--- config.mk ---
export PLATFORM = sky130hd
export DESIGN_NAME = harmonic_sequencer
export DESIGN_NICKNAME = d
export VERILOG_FILES = /design/src/rtl/harmonic_sequencer.sv
export SDC_FILE = /design/constraint.sdc
export NUM_CORES = 1
export LEC_CHECK = 0
export ABC_AREA = 0
export CORE_UTILIZATION = 35
export CTS_CLUSTER_SIZE = 30
export DETAILED_ROUTE_END_ITERATION = 16
export PLACE_DENSITY = 0.63
export SYNTH_ARGS = -nofsm -noshare
export SYNTH_HDL_FRONTEND = slang
export SYNTH_SLANG_ARGS = --single-unit
--- constraint.sdc ---
create_clock -name Main_Clock -period 1.7 [get_ports Main_Clock]
set_clock_uncertainty 0.15 [all_clocks]
set_input_delay 0.34 -clock Main_Clock [delete_from_list [all_inputs] [get_ports Main_Clock]]
set_output_delay 0.34 -clock Main_Clock [all_outputs]
set_load 0.005 [all_outputs]
--- src/rtl/harmonic_sequencer.sv ---
// Frame controller for additive synthesis: walks harmonic indices once per output
// sample, hands each one to an accumulating adder in turn, then paces the DAC transfer.
module harmonic_sequencer #(
    parameter int NUM_ADDERS      = 2,
    parameter int HARM_W          = 8,
    parameter int MAX_HARMONICS   = 50,
    parameter int SAMPLE_INTERVAL = 1000
) (
    input  logic                  Main_Clock,
    input  logic                  Reset,
    input  logic [HARM_W-1:0]     i_Harmonic_Count,
    input  logic                  i_Sample_Ready,
    input  logic                  i_Freq_Too_High,
    output logic                  o_Next_Sample,
    output logic [HARM_W-1:0]     o_Harmonic,
    output logic [NUM_ADDERS-1:0] o_Adder_Start,
    input  logic [NUM_ADDERS-1:0] i_Adder_Ready,
    output logic                  o_Adder_Clear,
    output logic                  o_Latch_Totals,
    output logic                  o_Mult_Start,
    output logic                  o_Mult_Restart,
    input  logic                  i_Mult_Ready,
    input  logic                  i_Comb_Muted,
    output logic                  o_DAC_Send,
    output logic                  o_Overrun
);

    localparam int TMR_W    = (SAMPLE_INTERVAL > 1) ? $clog2(SAMPLE_INTERVAL) : 1;
    localparam int CEIL_INT = (MAX_HARMONICS < (1 << HARM_W)) ? MAX_HARMONICS : (1 << HARM_W) - 1;

    localparam logic [TMR_W-1:0]  TICK_AT    = TMR_W'(SAMPLE_INTERVAL - 1);
    localparam logic [HARM_W-1:0] LAST_CEIL  = HARM_W'(CEIL_INT);
    localparam logic [HARM_W-1:0] HARM_TOP   = '1;
    localparam logic [HARM_W-1:0] ADDER_MASK = HARM_W'(NUM_ADDERS - 1);

    typedef enum logic [3:0] {
        INIT, ADD_START, ADD_WAIT, NEXT, MULT, CHECK_MUTE, DRAIN, LATCH, CLEAR, WAIT_TICK
    } state_t;

    state_t                  r_state;
    state_t                  w_next_state;
    logic [TMR_W-1:0]        r_timer;
    logic [HARM_W-1:0]       r_harmonic;
    logic [HARM_W-1:0]       r_last;
    logic                    r_abort;
    logic                    r_overrun;
    logic [NUM_ADDERS-1:0]   r_adder_start;
    logic                    r_next_sample;
    logic                    r_mult_start;
    logic                    r_mult_restart;
    logic                    r_latch_totals;
    logic                    r_adder_clear;
    logic                    r_dac_send;

    logic                    w_tick;
    logic                    w_tick_overrun;
    logic [NUM_ADDERS-1:0]   w_sel;
    logic                    w_add_go;
    logic                    w_harm_sat;
    logic                    w_frame_done;
    logic [HARM_W-1:0]       w_last_clamped;
    logic [NUM_ADDERS-1:0]   w_start_nxt;
    logic                    w_next_samp_nxt;
    logic                    w_mult_start_nxt;
    logic                    w_latch_nxt;
    logic                    w_clear_nxt;
    logic                    w_frame_end;
    logic                    w_harm_inc;

    // Free-running sample timer; the tick marks the last cycle of each interval.
    assign w_tick         = (r_timer == TICK_AT);
    assign w_tick_overrun = w_tick && (r_state != WAIT_TICK);

    // Harmonics go round-robin over the adders, so the low index bits pick one.
    assign w_sel          = NUM_ADDERS'(1) << (r_harmonic & ADDER_MASK);
    assign w_add_go       = i_Sample_Ready && |(i_Adder_Ready & w_sel);
    assign w_harm_sat     = (r_harmonic == HARM_TOP);
    assign w_frame_done   = (r_harmonic >= r_last) || i_Freq_Too_High || w_harm_sat;
    assign w_last_clamped = (i_Harmonic_Count > LAST_CEIL) ? LAST_CEIL : i_Harmonic_Count;

    always_ff @(posedge Main_Clock) begin
        if (Reset || w_tick) begin
            r_timer <= '0;
        end else begin
            r_timer <= r_timer + TMR_W'(1);
        end
    end

    // NOTE: sequential state uses non-blocking assignments so every register
    // samples the pre-edge values regardless of process ordering.
    always_ff @(posedge Main_Clock) begin
        if (Reset) begin
            r_state <= INIT;
        end else begin
            r_state <= w_next_state;
        end
    end

    always_comb begin
        w_next_state = r_state;
        case (r_state)
            INIT:       w_next_state = ADD_START;
            ADD_START: begin
                if (r_abort)       w_next_state = DRAIN;
                else if (w_add_go) w_next_state = ADD_WAIT;
            end
            ADD_WAIT:   w_next_state = NEXT;
            NEXT:       w_next_state = (r_abort || w_frame_done) ? DRAIN : MULT;
            MULT:       w_next_state = r_abort ? DRAIN : CHECK_MUTE;
            CHECK_MUTE: begin
                if (r_abort)           w_next_state = DRAIN;
                else if (i_Mult_Ready) w_next_state = i_Comb_Muted ? NEXT : ADD_START;
            end
            DRAIN:      if (&i_Adder_Ready) w_next_state = LATCH;
            LATCH:      w_next_state = CLEAR;
            CLEAR:      w_next_state = WAIT_TICK;
            WAIT_TICK:  if (w_tick || r_abort) w_next_state = INIT;
            default:    w_next_state = INIT;
        endcase
    end

    // NOTE: every output gets a default before the case so no path leaves a
    // variable unassigned, which would otherwise infer a latch.
    always_comb begin
        w_start_nxt      = '0;
        w_next_samp_nxt  = 1'b0;
        w_mult_start_nxt = 1'b0;
        w_latch_nxt      = 1'b0;
        w_clear_nxt      = 1'b0;
        w_frame_end      = 1'b0;
        w_harm_inc       = 1'b0;
        case (r_state)
            ADD_START: begin
                if (!r_abort && w_add_go) w_start_nxt = w_sel;
            end
            NEXT: begin
                if (!r_abort && !w_harm_sat) begin
                    w_harm_inc      = 1'b1;
                    w_next_samp_nxt = 1'b1;
                end
            end
            MULT:      w_mult_start_nxt = !r_abort;
            LATCH:     w_latch_nxt      = 1'b1;
            CLEAR:     w_clear_nxt      = 1'b1;
            WAIT_TICK: begin
                if (w_tick || r_abort) begin
                    w_frame_end     = 1'b1;
                    w_next_samp_nxt = 1'b1;
                end
            end
            default: ;
        endcase
    end

    // Pulses are registered so every output is glitch-free and cleared by reset.
    always_ff @(posedge Main_Clock) begin
        if (Reset) begin
            r_harmonic     <= '0;
            r_last         <= '0;
            r_abort        <= 1'b0;
            r_overrun      <= 1'b0;
            r_adder_start  <= '0;
            r_next_sample  <= 1'b0;
            r_mult_start   <= 1'b0;
            r_mult_restart <= 1'b0;
            r_latch_totals <= 1'b0;
            r_adder_clear  <= 1'b0;
            r_dac_send     <= 1'b0;
        end else begin
            r_adder_start  <= w_start_nxt;
            r_next_sample  <= w_next_samp_nxt;
            r_mult_start   <= w_mult_start_nxt;
            r_mult_restart <= w_frame_end;
            r_latch_totals <= w_latch_nxt;
            r_adder_clear  <= w_clear_nxt;
            r_dac_send     <= w_frame_end;

            if (r_state == INIT) begin
                r_last <= w_last_clamped;
            end

            if (w_frame_end) begin
                r_harmonic <= '0;
            end else if (w_harm_inc) begin
                r_harmonic <= r_harmonic + HARM_W'(1);
            end

            // A late frame aborts; the sticky flag survives until reset.
            if (w_frame_end) begin
                r_abort <= 1'b0;
            end else if (w_tick_overrun) begin
                r_abort <= 1'b1;
            end
            if (w_tick_overrun) begin
                r_overrun <= 1'b1;
            end
        end
    end

    assign o_Next_Sample  = r_next_sample;
    assign o_Harmonic     = r_harmonic;
    assign o_Adder_Start  = r_adder_start;
    assign o_Adder_Clear  = r_adder_clear;
    assign o_Latch_Totals = r_latch_totals;
    assign o_Mult_Start   = r_mult_start;
    assign o_Mult_Restart = r_mult_restart;
    assign o_DAC_Send     = r_dac_send;
    assign o_Overrun      = r_overrun;

endmodule

==> results.md, run 1 <==
* Run status: finished clean
* Share of layout cells above drive strength 1 at 30.85%
* Hold violation count in the final report at 0
* Worst Setup Slack, final at 0.02995 ns
* Pin count of the biggest net entering global routing at 14
* Fmax achieved at 0.5988 GHz
* Number of antenna violations at the first check in global routing at 0
* Arrival time at the worst endpoint at 1.69 ns
* First-pass GRT wire length at 8100 microns
* Placed wire-length estimate after detailed placement at 3565 microns
* Starting utilization of the core area at 36.68%
* Filler-free cell count of the finished design at 367
* Seq/Total Area, Yosys at 38.19%
* Clock tree from TritonCTS: done
* Worst vdd rail ir drop at 0.5344 mV
* Share of total power in combinational logic at 18.1%
* Top library cells by usage in the layout, fill and taps aside: 36 x sky130_fd_sc_hd__buf_4, 27 x sky130_fd_sc_hd__dfxtp_1, 23 x sky130_fd_sc_hd__nor2_1, 23 x sky130_fd_sc_hd__clkdlybuf4s50_1, 17 x sky130_fd_sc_hd__nand2_1
* Number of primary I/O pins at 33
* Commonest non-fill, non-tap cell in the layout: sky130_fd_sc_hd__buf_4
* Number of slew-limit violations in the final report at 0
* Final Total Pwr at 2.338 mW
* Largest driver fanout on the critical path at 4
* Average cell area after synthesis at 9.046 sq um
* Type of the worst min-delay path: in2reg
* Avg WL per Cell at 13.10 microns
* Slowest stage delay, CP at 0.35 ns
* Post-synthesis to final-layout area growth at 45.41%
* Post-placement setup slack at -0.3146 ns
* Path type of the worst setup path: reg2reg
* Final nets at 320
* Summed negative setup slack over all endpoints at 0 ns
* ANT cells at 0
* Sw Pwr at 0.5891 mW
* Floorplan die height at 78.43 microns
* # rows at 27
* Synthesized instance count at 226
* Routed Antenna Nets at 0
* PwrDens at 786.4 nW/um^2
* Vias in the first global route at 1,722
* Transition at the pin with the smallest max-transition slack at 0.2826 ns
* CTS H-Tree Depth at 2
* Post-Place Cell Area at 2691 sq um
* Number of failing setup endpoints in the final timing report at 0
* FILL cells at 527
* Vias after detailed routing at 1,860
* DR vias/cell at 5.068
* Number of hold buffers added after cts at 0
* Starting DRT DRC Count at 75
* Int Pwr at 1.749 mW
* Total length of routed wires at 4807 microns
* Worst hold slack after final layout at 0.2409 ns
* Synthesized netlist net count at 252
* Period utilization at 98.24%
* Leakage at 1.143 nW
* Area enclosed by the die boundary at 6151 sq um
* Gr usage total at 16.82%
* # placed instances at 357
* Max-cap check violation count at 0
* Count of flip-flops with a built-in enable after synthesis at 0
* GRT overflow at 0
* Async set-or-reset flop fraction in the synthesized netlist at 0%
* Port Buffers at 32
* GPL Wtd Cong at 0.7720
* Synth warnings at 0
* Post-layout util at 53.33%
* Clock-pin slew on the worst setup and hold paths at 0.08 ns
* Area of the mapped netlist at 2044 sq um
* Slowest cell on the critical path: sky130_fd_sc_hd__dfxtp_2
* Startpoint type of the worst setup path: flip-flop
* Core area at 5574 sq um
* Power share of the sequential group at 42.1%
* Clock network latency to the later pin of the worst-skew pair at 0.29 ns
* Maximum buffer depth of the clock tree at 2
* Multi-input logic area at 1232 sq um
* Critical path endpoint category: flip-flop
* Unrepaired setup endpoints after global routing: true
* Critical path data required time at 1.71 ns
* Switching share of total power at 25.20%
* Prevailing post-synth register cell: sky130_fd_sc_hd__dfxtp_1
* Post-layout instance area at 2973 sq um
* Detailed-router iteration count before antenna repair at 4
* Count of state elements after synthesis at 39
* Area taken by flip-flops and latches at 798.3 sq um
* Cell at the root of the clock tree: sky130_fd_sc_hd__clkbuf_8
* Post-synthesis cell type count at 47
* Die X-Extent at 78.43 microns
* Clock period minus worst slack at 1.670 ns
* Ordered cell list for the critical path: ha_1 -> a21o_1 -> a211oi_2 -> a31o_2 -> a311oi_1
* Headroom to the max-slew limit at 81.16%
* DRC violations left at 0
* Share of power burned in the clock network at 39.8%
* Number of clock sinks at 39
* Number of clock buffers inserted by TritonCTS at 5
==> cell usage after synthesis (all sizes together) (2+ instances only) <==
cell | number | area share (%)
dfxtp | 39 | 38
nor2 | 28 | 5.4
nand2 | 18 | 3.3
a21oi | 14 | 3.4
inv | 13 | 2.4
xnor2 | 11 | 4.7
ha | 10 | 6.1
buf | 8 | 3.5
nand3 | 8 | 2.0
and3 | 7 | 2.1
nor3 | 7 | 1.7
a211oi | 6 | 2.8
clkbuf | 5 | 0.92
nor4 | 5 | 1.5
nand4 | 4 | 1.2
a21o | 3 | 1.1
nand4b | 3 | 1.3
a2111oi | 2 | 2.7
a21bo | 2 | 0.98
a311oi | 2 | 0.86
and4 | 2 | 0.86
mux2i | 2 | 0.98
nand2b | 2 | 0.61
o2111ai | 2 | 0.86
o211ai | 2 | 0.73
o21ai | 2 | 0.49
o31ai | 2 | 0.98
or2 | 2 | 0.61
xor2 | 2 | 0.86
==> routing by layer <==
layer,track usage [%],wire [microns],vias up
met1,22.44,2281,873
met5,0,0,-
met3,3.140,175,8
met2,26.93,2285,37
li1,-,-,942
met4,6.111,65,0
==> sequential cells by signal, summed over array words and instances, names as in the netlist, 2 cells and up <==
signal         cells
r_last             8
r_timer           10
o_Harmonic         8
r_state            4
o_Adder_Start      2
==> timing repair <==
action,CTS,global route
pin swaps,0,7
setup endpoints to repair,15,20
gates resized for setup,20,24
setup buffers,0,2
==> power by group through the flow <==
stage               combinational, mW  sequential, mW  clock [mW]
global placement                0.378            1.00           0
detailed placement              0.386            1.00           0
CTS                             0.395           0.982       0.952
global route                    0.469           0.991       0.996
floorplan                       0.219           0.995           0
finish                          0.423           0.985       0.930
==> final timing paths <==
| kind | from | endpoint | slack, ns | cells past startpoint |
|---|---|---|---|---|
| worst min register to register | r_last[3]$_SDFFE_PP0N_ | r_last[3]$_SDFFE_PP0N_ | 0.30 | 2 |
| worst max register to register | o_Harmonic[6]$_SDFFE_PP0P_ | r_state[1]$_SDFFE_PP0P_ | 0.03 | 5 |
| worst max-delay path | o_Harmonic[6]$_SDFFE_PP0P_ | r_state[1]$_SDFFE_PP0P_ | 0.03 | 5 |
| worst min-delay path | i_Harmonic_Count[1] | r_last[1]$_SDFFE_PP0N_ | 0.24 | 3 |
==> area by class of cell <==
class                   count  area share, %
well taps                  72          3.030
repair buffers             74          22.43
inverters                  13          1.641
flip-flops and latches     39          26.85
clock inverters             3          2.273
multi-input cells         161          41.46
clock buffers               5          2.315
==> worst max-delay path: cells and delay by family (launching register included) <==
kind                       cells  cell delay, ns
adders and majority gates      1            0.33
DFF                            1            0.35
AOI/OAI and AO/OA              4            0.72
==> kinds of logic (layout without fill, tap and decap cells) <==
kind of cell	count (synthesis)	count (layout)	share of synthesized area, %
AOI/OAI and AO/OA	44	44	17.99
DFF	39	39	38.19
muxes	2	2	0.9792
buffers and inverters	26	95	6.854
xor gates and xnor gates	13	13	5.569
and+or+nand+nor	92	92	24.30
adders and majority gates	10	10	6.120
Power figures use the tool's default switching activity.
==> run 2, diff against run 1 <==
--- a/config.mk
+++ b/config.mk
@@ -10,6 +10,7 @@
 export CTS_CLUSTER_SIZE = 30
 export DETAILED_ROUTE_END_ITERATION = 16
 export PLACE_DENSITY = 0.63
+export SETUP_SLACK_MARGIN = 0.1
 export SYNTH_ARGS = -nofsm -noshare
 export SYNTH_HDL_FRONTEND = slang
 export SYNTH_SLANG_ARGS = --single-unit
==> run 2 against run 1 <==
Compared with the run above: utilization rose by 3.6 points; via count rose by 2.2%; total power fell by 5.4%; cell count rose by 3.8%; first-iteration DRC count rose by 5.3%; routed wire length rose by 6.4%; maximum frequency barely moved; worst hold slack improved by 0.059 ns; count of clock-buffer cells in the layout rose by 1; sequential power barely moved; setup slack improved by 0.0014 ns; die area did not move.
==> results.md, run 2 (synthesis results as in run 1) <==
* Worst hold path endpoint: r_last[7]$_SDFFE_PP0N_
* Crit Reg-Reg Endpoint: o_Harmonic[1]$_SDFFE_PP0P_
* Cell at the root of the clock tree: sky130_fd_sc_hd__clkbuf_8
* ANT cells at 0 (unchanged)
* Final nets at 334 (+4.4%)
* Number of antenna violations at the first check in global routing at 0 (unchanged)
* Worst Setup Slack, final at 0.03134 ns (+0.001384 ns)
* Number of clock buffers inserted by TritonCTS at 5 (unchanged)
* Routed Antenna Nets at 0 (unchanged)
* Slowest stage delay, CP at 0.33 ns (-0.02 ns)
* Critical Path Most Common Cell: sky130_fd_sc_hd__buf_6
* DR vias/cell at 4.990 (-1.6%)
* Slowest cell on the critical path: sky130_fd_sc_hd__dfxtp_2
* Top library cells by usage in the layout, fill and taps aside: 47 x sky130_fd_sc_hd__buf_4, 26 x sky130_fd_sc_hd__dfxtp_1, 17 x sky130_fd_sc_hd__nor2_1, 17 x sky130_fd_sc_hd__nand2_1, 16 x sky130_fd_sc_hd__dlygate4sd2_1
* Largest driver fanout on the critical path at 5 (+1)
* Number of clock sinks at 39 (unchanged)
* Path type of the worst setup path: reg2reg
* Pin count of the biggest net entering global routing at 13 (-1)
* Total length of routed wires at 5117 microns (+6.4%)
* Post-synthesis to final-layout area growth at 55.14%
* PwrDens at 697.5 nW/um^2 (-11%)
* Run status: finished clean
* Worst vdd rail ir drop at 0.4976 mV (-6.9%)
* Origin of the critical flop-to-flop path: o_Harmonic[1]$_SDFFE_PP0P_
* DRC violations left at 0 (unchanged)
* Share of layout cells above drive strength 1 at 39.48% (+8.6 points)
* Gr usage total at 17.61% (+0.79 points)
* Hold violation count in the final report at 0 (unchanged)
* Filler-free cell count of the finished design at 381 (+3.8%)
* Starting DRT DRC Count at 79 (+5.3%)
* Critical path data required time at 1.74 ns (+0.03 ns)
* Commonest non-fill, non-tap cell in the layout: sky130_fd_sc_hd__buf_4
* Maximum buffer depth of the clock tree at 2 (unchanged)
* Port Buffers at 32 (unchanged)
* Avg WL per Cell at 13.43 microns (+2.5%)
* Number of primary I/O pins at 33 (unchanged)
* Max FFs per register at 10 (unchanged)
* Starting utilization of the core area at 36.68% (unchanged)
* Number of cells on the worst hold path at 2 (-1)
* Arrival time at the worst endpoint at 1.71 ns (+0.02 ns)
* Number of slew-limit violations in the final report at 0 (unchanged)
* Period utilization at 98.16% (about the same)
* Post-layout util at 56.90% (+3.6 points)
* Type of the worst min-delay path: reg2reg
* Startpoint type of the worst setup path: flip-flop
* Worst Min Path Start: r_last[7]$_SDFFE_PP0N_
* Unrepaired setup endpoints after global routing: true
* GRT overflow at 0 (unchanged)
* Area enclosed by the die boundary at 6151 sq um (unchanged)
* Number of hold buffers added after cts at 0 (unchanged)
* Clock network latency to the later pin of the worst-skew pair at 0.29 ns (about the same)
* Die X-Extent at 78.43 microns (unchanged)
* Vias in the first global route at 1,882 (+9.3%)
* Worst hold slack after final layout at 0.2999 ns (+0.05900 ns)
* Clock tree from TritonCTS: done
* Critical path endpoint category: flip-flop
* Fmax achieved at 0.5993 GHz (about the same)
* Max-cap check violation count at 0 (unchanged)
* Core area at 5574 sq um (unchanged)
* Clock period minus worst slack at 1.669 ns (-0.001384 ns)
* First-pass GRT wire length at 8418 microns (+3.9%)
* Final Total Pwr at 2.212 mW (-5.4%)
* Biggest register: r_timer
* Worst-case reg-to-reg path depth at 7 (+2)
* Leakage at 1.301 nW (+14%)
* Placed wire-length estimate after detailed placement at 3673 microns (+3.0%)
* # rows at 27 (unchanged)
* Detailed-router iteration count before antenna repair at 4 (unchanged)
* CTS H-Tree Depth at 2 (unchanged)
* Vias after detailed routing at 1,901 (+2.2%)
* Headroom to the max-slew limit at 77.30% (-3.9 points)
* Ordered cell list for the critical path: buf_6 -> ha_4 -> and3_4 -> a211oi_4 -> buf_6 -> mux2i_1 -> nor2_1
* GPL Wtd Cong at 0.7729 (+0.12%)
* Transition at the pin with the smallest max-transition slack at 0.3395 ns (+0.05692 ns)
* Floorplan die height at 78.43 microns (unchanged)
* Flop2flop setup slack at 0.03 ns (about the same)
* Clock-pin slew on the worst setup and hold paths at 0.08 ns (about the same)
* Post-placement setup slack at -0.2949 ns (+0.01962 ns)
* # placed instances at 361 (+1.1%)
* Number of failing setup endpoints in the final timing report at 0 (unchanged)
## run 2: changes by cell type in the layout (fill, tap and decap cells not counted), sizes merged
cell	before	now
clkinv	0	1
clkdlybuf4s50	23	11
dlymetal6s2s	3	5
bufinv	2	1
dlygate4sd2	6	16
clkbuf	5	6
buf	42	56
clkinvlp	1	0
## run 2: critical path, delay by kind of cell (launching register included)
family | cells | cell delay, ns
muxes | 1 | 0.18
and+or+nand+nor | 2 | 0.24
AOI/OAI and AO/OA | 1 | 0.26
buffers and inverters | 2 | 0.26
DFF | 1 | 0.33
adders and majority gates | 1 | 0.15
## run 2: final cells by class
cell class                      count  area (sq um)
Fill cell                         498          2402
Multi-Input combinational cell    161          1326
Sequential cell                    39         804.5
Timing Repair Buffer               88         784.5
Tap cell                           72         90.09
Clock buffer                        6         82.58
Inverter                           13         48.80
Clock inverter                      2         35.03
## run 2: how the worst max path moves through the flow
stage,startpoint,end,slack [ns]
2_1_floorplan,o_Harmonic[0]$_SDFFE_PP0P_,o_Harmonic[6]$_SDFFE_PP0P_,0.03
3_3_place_gp,i_Adder_Ready[1],r_state[0]$_SDFFE_PP0P_,-0.26
3_5_place_dp,i_Harmonic_Count[0],r_last[1]$_SDFFE_PP0N_,-0.29
4_1_cts,o_Harmonic[1]$_SDFFE_PP0P_,o_Harmonic[1]$_SDFFE_PP0P_,0.02
5_1_grt,o_Harmonic[1]$_SDFFE_PP0P_,o_Harmonic[1]$_SDFFE_PP0P_,-0.02
6_report,o_Harmonic[1]$_SDFFE_PP0P_,o_Harmonic[1]$_SDFFE_PP0P_,0.03
## run 2: what timing repair did
action                                 in CTS  in global routing
resized for setup                          46                 35
setup buffers                              10                  3
cloned                                      0                  0
pin swaps                                  20                 24
endpoints found under the hold margin       0                  0
setup endpoints to repair                  30                 33
## run 2: report_power, final
part / internal [mW] / total [mW] / switching (mW)
Combinational: 0.211 / 0.420 / 0.209
Clock: 0.475 / 0.806 / 0.331
Sequential: 0.948 / 0.986 / 0.0373
## run 2: routing by layer
metal	global-route usage, %	routed length, microns
met1	20.36	2139
met2	32.02	2740
met3	3.488	173
met4	6.111	65
met5	0	0
## run 2: through the flow
| stage | instance area, sq um | setup TNS, ns |
|---|---|---|
| floorplan | 2067 | 0 |
| global placement | 2729 | -1.500 |
| detailed placement | 2729 | -1.700 |
| CTS | 3020 | 0 |
| global route | 3172 | -0.07220 |
| finish | 3172 | 0 |
